File: src/rtl/scfetch_pkg.sv
// Shared fetch-stage definitions: word/address widths, reset PC, PC step,
// the queue entry layout and PC alignment.
package scfetch_pkg;

  localparam int unsigned INST_W = 32;
  localparam int unsigned ADDR_W = 32;
  localparam int unsigned ENTRY_W = INST_W + ADDR_W;

  localparam logic [ADDR_W-1:0] SC_RESET_PC = 32'h0000_0000;
  localparam logic [ADDR_W-1:0] PC_STEP     = 32'd4;

  // One queued fetch: the PC in the upper half, the instruction word in the lower half.
  typedef struct packed {
    logic [ADDR_W-1:0] pc;
    logic [INST_W-1:0] inst;
  } fetch_entry_t;

  // Clear the byte-offset bits so that every PC is word aligned.
  function automatic logic [ADDR_W-1:0] align_pc(input logic [ADDR_W-1:0] a);
    return a & ~ADDR_W'(3);
  endfunction

endpackage

File: src/rtl/scfetch_queue.sv
// In-order fetch queue: DEPTH entries of {pc, inst}, synchronous flush.
// Storage is cleared on reset; flush only rewinds pointers and count.
module scfetch_queue
  import scfetch_pkg::*;
#(
  parameter int unsigned DEPTH = 2,
  parameter int unsigned PTR_W = 1
) (
  input  logic               clk,
  input  logic               rst,
  input  logic               flush,
  input  logic               push,
  input  logic               pop,
  input  logic [ENTRY_W-1:0] wdata,
  output logic [ENTRY_W-1:0] rdata,
  output logic [PTR_W:0]     count
);

  localparam logic [PTR_W-1:0] PTR_ONE = PTR_W'(1);
  localparam logic [PTR_W:0]   CNT_ONE = (PTR_W+1)'(1);

  fetch_entry_t     mem [DEPTH];
  logic [PTR_W-1:0] rd_ptr;
  logic [PTR_W-1:0] wr_ptr;

  // Pointer, count and storage update; flush beats push and pop.
  always_ff @(posedge clk) begin
    if (rst) begin
      for (int unsigned i = 0; i < DEPTH; i++) begin
        mem[i] <= '0;
      end
      rd_ptr <= '0;
      wr_ptr <= '0;
      count  <= '0;
    end else if (flush) begin
      rd_ptr <= '0;
      wr_ptr <= '0;
      count  <= '0;
    end else begin
      if (push) begin
        mem[wr_ptr] <= fetch_entry_t'(wdata);
        wr_ptr      <= wr_ptr + PTR_ONE;
      end
      if (pop) begin
        rd_ptr <= rd_ptr + PTR_ONE;
      end
      case ({push, pop})
        2'b10:   count <= count + CNT_ONE;
        2'b01:   count <= count - CNT_ONE;
        default: count <= count;
      endcase
    end
  end

  // Head entry straight from storage.
  always_comb begin
    rdata = mem[rd_ptr];
  end

endmodule

File: src/rtl/scfetch.sv
// Instruction fetch stage: owns the PC, drives the ROM address, queues
// returned words with their PC, and hands them to decode via valid/ready.
// A redirect flushes the queue and reloads the PC.
module scfetch
  import scfetch_pkg::*;
#(
  parameter logic [31:0] RESET_PC = SC_RESET_PC,
  parameter int unsigned DEPTH    = 2,
  parameter int unsigned PTR_W    = 1
) (
  input  logic        clk,
  input  logic        rst,
  output logic [31:0] imem_addr,
  input  logic [31:0] imem_inst,
  input  logic        redirect,
  input  logic [31:0] redirect_pc,
  output logic        out_valid,
  input  logic        out_ready,
  output logic [31:0] out_inst,
  output logic [31:0] out_pc
);

  localparam logic [PTR_W:0] CNT_FULL = (PTR_W+1)'(DEPTH);

  logic [ADDR_W-1:0] pc;
  logic [PTR_W:0]    count;
  logic              full;
  logic              push;
  logic              pop;
  fetch_entry_t      wr_entry;
  logic [ENTRY_W-1:0] head_raw;
  fetch_entry_t      head;

  // Program counter: reset, then redirect, then advance on every fetch.
  always_ff @(posedge clk) begin
    if (rst) begin
      pc <= RESET_PC;
    end else if (redirect) begin
      pc <= align_pc(redirect_pc);
    end else if (push) begin
      pc <= pc + PC_STEP;
    end
  end

  // Fetch/consume arbitration; full comes from the registered count so a
  // pop in a full cycle does not also allow a push.
  always_comb begin
    full     = (count == CNT_FULL);
    push     = !full && !redirect;
    pop      = out_valid && out_ready && !redirect;
    wr_entry = '{pc: pc, inst: imem_inst};
  end

  scfetch_queue #(
    .DEPTH (DEPTH),
    .PTR_W (PTR_W)
  ) u_queue (
    .clk   (clk),
    .rst   (rst),
    .flush (redirect),
    .push  (push),
    .pop   (pop),
    .wdata (wr_entry),
    .rdata (head_raw),
    .count (count)
  );

  // ROM address and decode-facing outputs; head fields read 0 while empty.
  always_comb begin
    imem_addr = pc;
    head      = fetch_entry_t'(head_raw);
    out_valid = (count != '0);
    out_inst  = out_valid ? head.inst : '0;
    out_pc    = out_valid ? head.pc   : '0;
  end

endmodule

File: config.mk
export PLATFORM = sky130hd
export DESIGN_NAME = scfetch
export DESIGN_NICKNAME = d
export VERILOG_FILES = /design/src/rtl/scfetch_pkg.sv /design/src/rtl/scfetch_queue.sv /design/src/rtl/scfetch.sv
export SDC_FILE = /design/constraint.sdc
export NUM_CORES = 1
export LEC_CHECK = 0
export ABC_AREA = 1
export BUFFER_PORTS_ARGS = -buffer_cell sky130_fd_sc_hd__buf_2
export CORE_MARGIN = 2
export CORE_UTILIZATION = 59
export DETAILED_ROUTE_END_ITERATION = 8
export PLACE_DENSITY = 0.94
export SYNTH_ARGS = -nofsm -noshare
export SYNTH_HDL_FRONTEND = slang
export SYNTH_SLANG_ARGS = --single-unit
File: constraint.sdc
create_clock -name clk -period 7.11 [get_ports clk]
set_input_delay 0 -clock clk [delete_from_list [all_inputs] [get_ports clk]]
set_output_delay 0 -clock clk [all_outputs]
set_load 0.05 [all_outputs]
# Word level (Yosys, flattened, before mapping)
# Memories as Yosys holds them, arrays and structs flattened. A register that Yosys moved wholly into a read port is not among the register bits.
# Index checks and enable logic that the tools add are counted.
# classes
eq_ne	3
div_mod_pow	0
mul	0
n_shift	0
add_sub_neg	5
n_reduce_logical	10
muxes	16
order_cmp	0
n_bitwise	0
# ops
op	count
2-to-1 mux 32 bit	4
2-to-1 mux 64 bit	1
OR reduction 64 bit	1
adder 32 x 3 -> 32 bit, second input constant	1
2-to-1 mux 1 bit	10
nonzero test 2 bit	3
== test 2 bit, second input constant	2
case mux 2 bit (2 select lines)	1
logical AND 1 bit	3
adder 1 bit, second input constant	2
adder 2 x 1 -> 2 bit, second input constant	1
== test 2 x 1 -> 1 bit, second input constant	1
logical NOT 1 bit	2
OR reduction 2 bit	1
subtractor 2 x 1 -> 2 bit, second input constant	1
# totals
latchBits	0
ramBits	128
memories	1
wordCells	40
ff_bits	36
in_bits	68
output_inout_bits	97
mem_bits_ro	0
# memory_table
name	words	width	rd	rd_clocked_by_memory_dff	wr	line	rtl
u_queue.mem	2	64	1	1	2	scfetch_queue.sv:22	fetch_entry_t mem [DEPTH];

# Logic depth before layout (Yosys ltp)
# logic_depth
word_depth	9
depth_mapped	10
ltp_nobuf	10

# By module
# A second synthesis with hierarchy kept.
# hier_totals
hier_cells	941
hier_area_um2	8483.1
# modules_own_cells
module	instances	seq_area_each_um2	cells_each	area_per_inst_um2
scfetch_queue	1	3943.8	438	5704.2
scfetch	1	600.6	503	2778.9

# Worst setup path before layout
# OpenSTA, ideal clock, no wires.
# synth_timing
path_type	flip-flop to flip-flop
startpoint	register u_queue.count[0]
endpoint	memory u_queue.mem[0][0] (netlist bit), enable pin
arrival_time_ps	2382
synth_period_minus_slack_ps	2804
path_stages_with_launch	8
slack_ps	4306
required_time_ps	6689
n_path_buf	1
setup_time_ps	421
cell_sequence	dfxtp_1 nor2_4 clkinv_4 nand2_4 inv_2 nand3_2 buf_2 nand2_1
# synth_lines
item	line	rtl
start: declaration	scfetch_queue.sv:16	output logic [PTR_W:0] count
start signal: assignment	scfetch_queue.sv:48	2'b10: count <= count + CNT_ONE;
start signal: assignment	scfetch_queue.sv:49	2'b01: count <= count - CNT_ONE;
start signal: assignment	scfetch_queue.sv:50	default: count <= count;
end: declaration	scfetch_queue.sv:22	

==> flow_summary_export.csv <==
group,metric,value,unit
pwr,powerDensity,237.1,nW/µm²
yosys,yosysWarningCount,0,
yosys,synthesis.area,7662,µm²
final_layout,layout-drive-gt1-share,22.17,%
yosys,ys_ff_latch,159,
min_path,hold_class,"in -> reg",
final_layout,stdcell_count,1268,
yosys,synth_edf_count,124,
cts,cts_setup_buffers,0,
pwr,pwr-share-comb,12.7,%
setup_path,setup.worst_path.class,"reg -> reg",
run_status,outcome,"finished clean",
die,core_area,12670,µm²
pwr,switching_power,0.5973,mW
sta,fmax,403.6,MHz
sta,tns,0,ns
routing,dr.first_iter.drc_count,873,
setup_path,critPathArrivalTime,2.51,ns
global_routing,grt_util_all_layers,30.60,%
die,initial_utilization,60.47,%
cts,h-tree-depth,4,
final_layout,syn2layout_area_growth,27.81,%
yosys,synth.yosys.seq_area_share,57.74,%
setup_path,cp-start-kind,"flip-flop",
cts,cts_sinks,159,
global_routing,grt_antenna_before_repair,0,
global_routing,grt_max_degree,63,
global_routing,grt_overflow,0,
global_routing,grt_pass1_vias,6866,
setup_path,required,7.14,ns
placed_design,dp_cells,1173,
yosys,async_reset_ff_share,0,%
cts,cts-root-buf,"clkbuf_16",
yosys,avgSynthCellArea,8.727,µm²
pwr,p_leak,4.136,nW
cts,cts.reportedPaths.clkPinSlew,0.06,ns
pwr,seqPwrFrac,47.0,%
sta,drv_slew,0,
min_path,hp-start,"rst",
pwr,p_clk_share,40.3,%
die,die_h,118.0,µm
pwr,netSwitchingFraction,25.72,%
sta,rsz0062_at_grt,"false",
routing,wl_per_cell,16.76,µm
yosys,yosys_most_used_dff,"edfxtp_1",
cts,hold_buffers,63,
min_path,whs_path_depth,2,
sta,worst_pin_slew,0.8400,ns
cts,cts_resized,0,
cts,cts_tree,"yes",
placed_design,numPortBuffers,158,
setup_path,r2r_slack,4.63,ns
die,dieArea,13910,µm²
final_layout,diodes,0,
cts,clock_latency,0.41,ns
cts,cts_buffer_depth,2,
global_routing,grt_pass1_wl,33440,µm
cts,numCtsBuffers,17,
sta,whs,0.07138,ns
routing,routed_wl,21250,µm
routing,viasPerCell,5.499,
final_layout,most-common-layout-cells,"223 x nand2_1, 158 x nor2_1, 158 x buf_2",
setup_path,r2r_end,"u_queue.mem[0][20]$_SDFFCE_PN0P_",
routing,route.detailed.drc,0,
placed_design,routabilityCongestion,0.9231,
sta,finClkSkew,0.01185,ns
setup_path,crit_fanout,62,
die,num_io_pins,165,
setup_path,r2r-start,"u_queue.count[0]$_SDFFE_PP0P_",
sta,setup_viol,0,
pwr,ir_worst_vdd,0.1681,mV
placed_design,place.detailed.hpwl,11950,µm
yosys,ys_types,30,
routing,detail-route-antenna-nets,0,
min_path,worstHoldEndpoint,"imem_addr[25]$_SDFFE_PP0P_",
yosys,synth_cells,878,
sta,period_minus_slack,2.478,ns
setup_path,ff2ff_path_depth,7,
pwr,p_int,1.725,mW
sta,slew_headroom,44.00,%
routing,first_pass_iters,5,
final_layout,final_common_cell,"nand2_1",
die,die_w,118.0,µm
run,maxCapViolCount,0,
routing,num_vias,6973,
setup_path,worstSetupEndpointType,"flip-flop",
sta,hold_violations,0,
final_layout,final_nets,1153,
sta,finalCritPeriodShare,34.85,%
die,rows,41,
==> through the flow <==
| stage | worst slack (ns) | power (mW) | cell area, µm² | util (%) |
|---|---|---|---|---|
| 3_3_place_gp | 4.742 | 1.361 | 8533 | 67.34 |
| 5_1_grt | 4.522 | 2.383 | 9793 | 77.29 |
| 3_5_place_dp | 4.663 | 1.369 | 8533 | 67.34 |
| 4_1_cts | 4.663 | 2.322 | 9793 | 77.29 |
| 6_report | 4.632 | 2.322 | 9793 | 77.29 |
| 2_1_floorplan | 4.306 | 1.293 | 7674 | - |
==> Yosys cell counts (all sizes together) (2+ instances only) <==
cell / n / area share, %
nand4: 3 / 0.24
a22oi: 17 / 1.7
ha: 2 / 0.33
nand3: 30 / 2.2
xor2: 7 / 0.80
a31oi: 9 / 0.73
buf: 24 / 1.7
a21oi: 92 / 6.1
edfxtp: 124 / 49
nand2: 236 / 12
clkbuf: 21 / 1.0
nor2: 178 / 10
dfxtp: 35 / 9.1
inv: 82 / 4.0
o21ai: 13 / 0.85
==> flip-flops by register name, indices dropped and copies added, names as in the netlist, named ones only <==
signal and flops:
imem_addr 30, u_queue.mem 124, u_queue.wr_ptr 1, u_queue.count 2, u_queue.rd_ptr 1
==> cells by family (layout without fill, tap and decap cells) <==
group | Yosys count | count (layout) | synth area share, %
DFF | 159 | 159 | 57.74
adders and majority gates | 2 | 2 | 0.3265
buffers and inverters | 128 | 343 | 6.907
AOI/OAI and AO/OA | 132 | 132 | 9.406
other | 1 | 4 | 0.04894
and+or+nand+nor | 449 | 449 | 24.77
xor gates and xnor gates | 7 | 7 | 0.8001
==> critical path, stage by stage (launching register included) <==
cell      delay [ns]
dfxtp_1         0.50
nor2_4          0.10
clkinv_4        0.11
nand2_4         0.09
inv_2           0.34
nand3_2         0.16
nand2_2         0.09
buf_4           0.67
==> final cells by class <==
cell class	instances	area [µm²]
timing repair buffer	228	1474
multi-input combinational	594	2733
clock buffer	22	506.7
fill	789	2878
inverter	83	316.6
tap	172	215.2
clock inverter	10	122.6
sequential	159	4425
==> power groups by stage <==
stage	clock (mW)	sequential [mW]	combinational (mW)
finish	0.935	1.09	0.295
floorplan	0	1.14	0.157
global placement	0	1.11	0.256
CTS	0.944	1.09	0.289
global route	0.971	1.10	0.315
detailed placement	0	1.11	0.261
==> layer usage <==
metal | vias up | global-route usage, % | routed length, µm
li1 | 3272 | - | -
met1 | 3199 | 35.58 | 7898
met2 | 445 | 54.43 | 10970
met3 | 57 | 6.395 | 1796
met4 | 0 | 13.55 | 583
met5 | - | 0 | 0
==> worst max path at each step <==
stage / startpoint / to / slack, ns / cells after the start
floorplan: u_queue.count[0]$_SDFFE_PP0P_ / u_queue.mem[0][0]$_SDFFCE_PN0P_ / 4.31 / 7
global placement: u_queue.count[0]$_SDFFE_PP0P_ / u_queue.mem[0][28]$_SDFFCE_PN0P_ / 4.74 / 7
detailed placement: u_queue.count[0]$_SDFFE_PP0P_ / u_queue.mem[0][13]$_SDFFCE_PN0P_ / 4.66 / 7
CTS: u_queue.count[0]$_SDFFE_PP0P_ / u_queue.mem[0][19]$_SDFFCE_PN0P_ / 4.66 / 7
global route: u_queue.count[0]$_SDFFE_PP0P_ / u_queue.mem[0][19]$_SDFFCE_PN0P_ / 4.52 / 7
finish: u_queue.count[0]$_SDFFE_PP0P_ / u_queue.mem[0][20]$_SDFFCE_PN0P_ / 4.63 / 7
(Power assumes the default switching activity.)
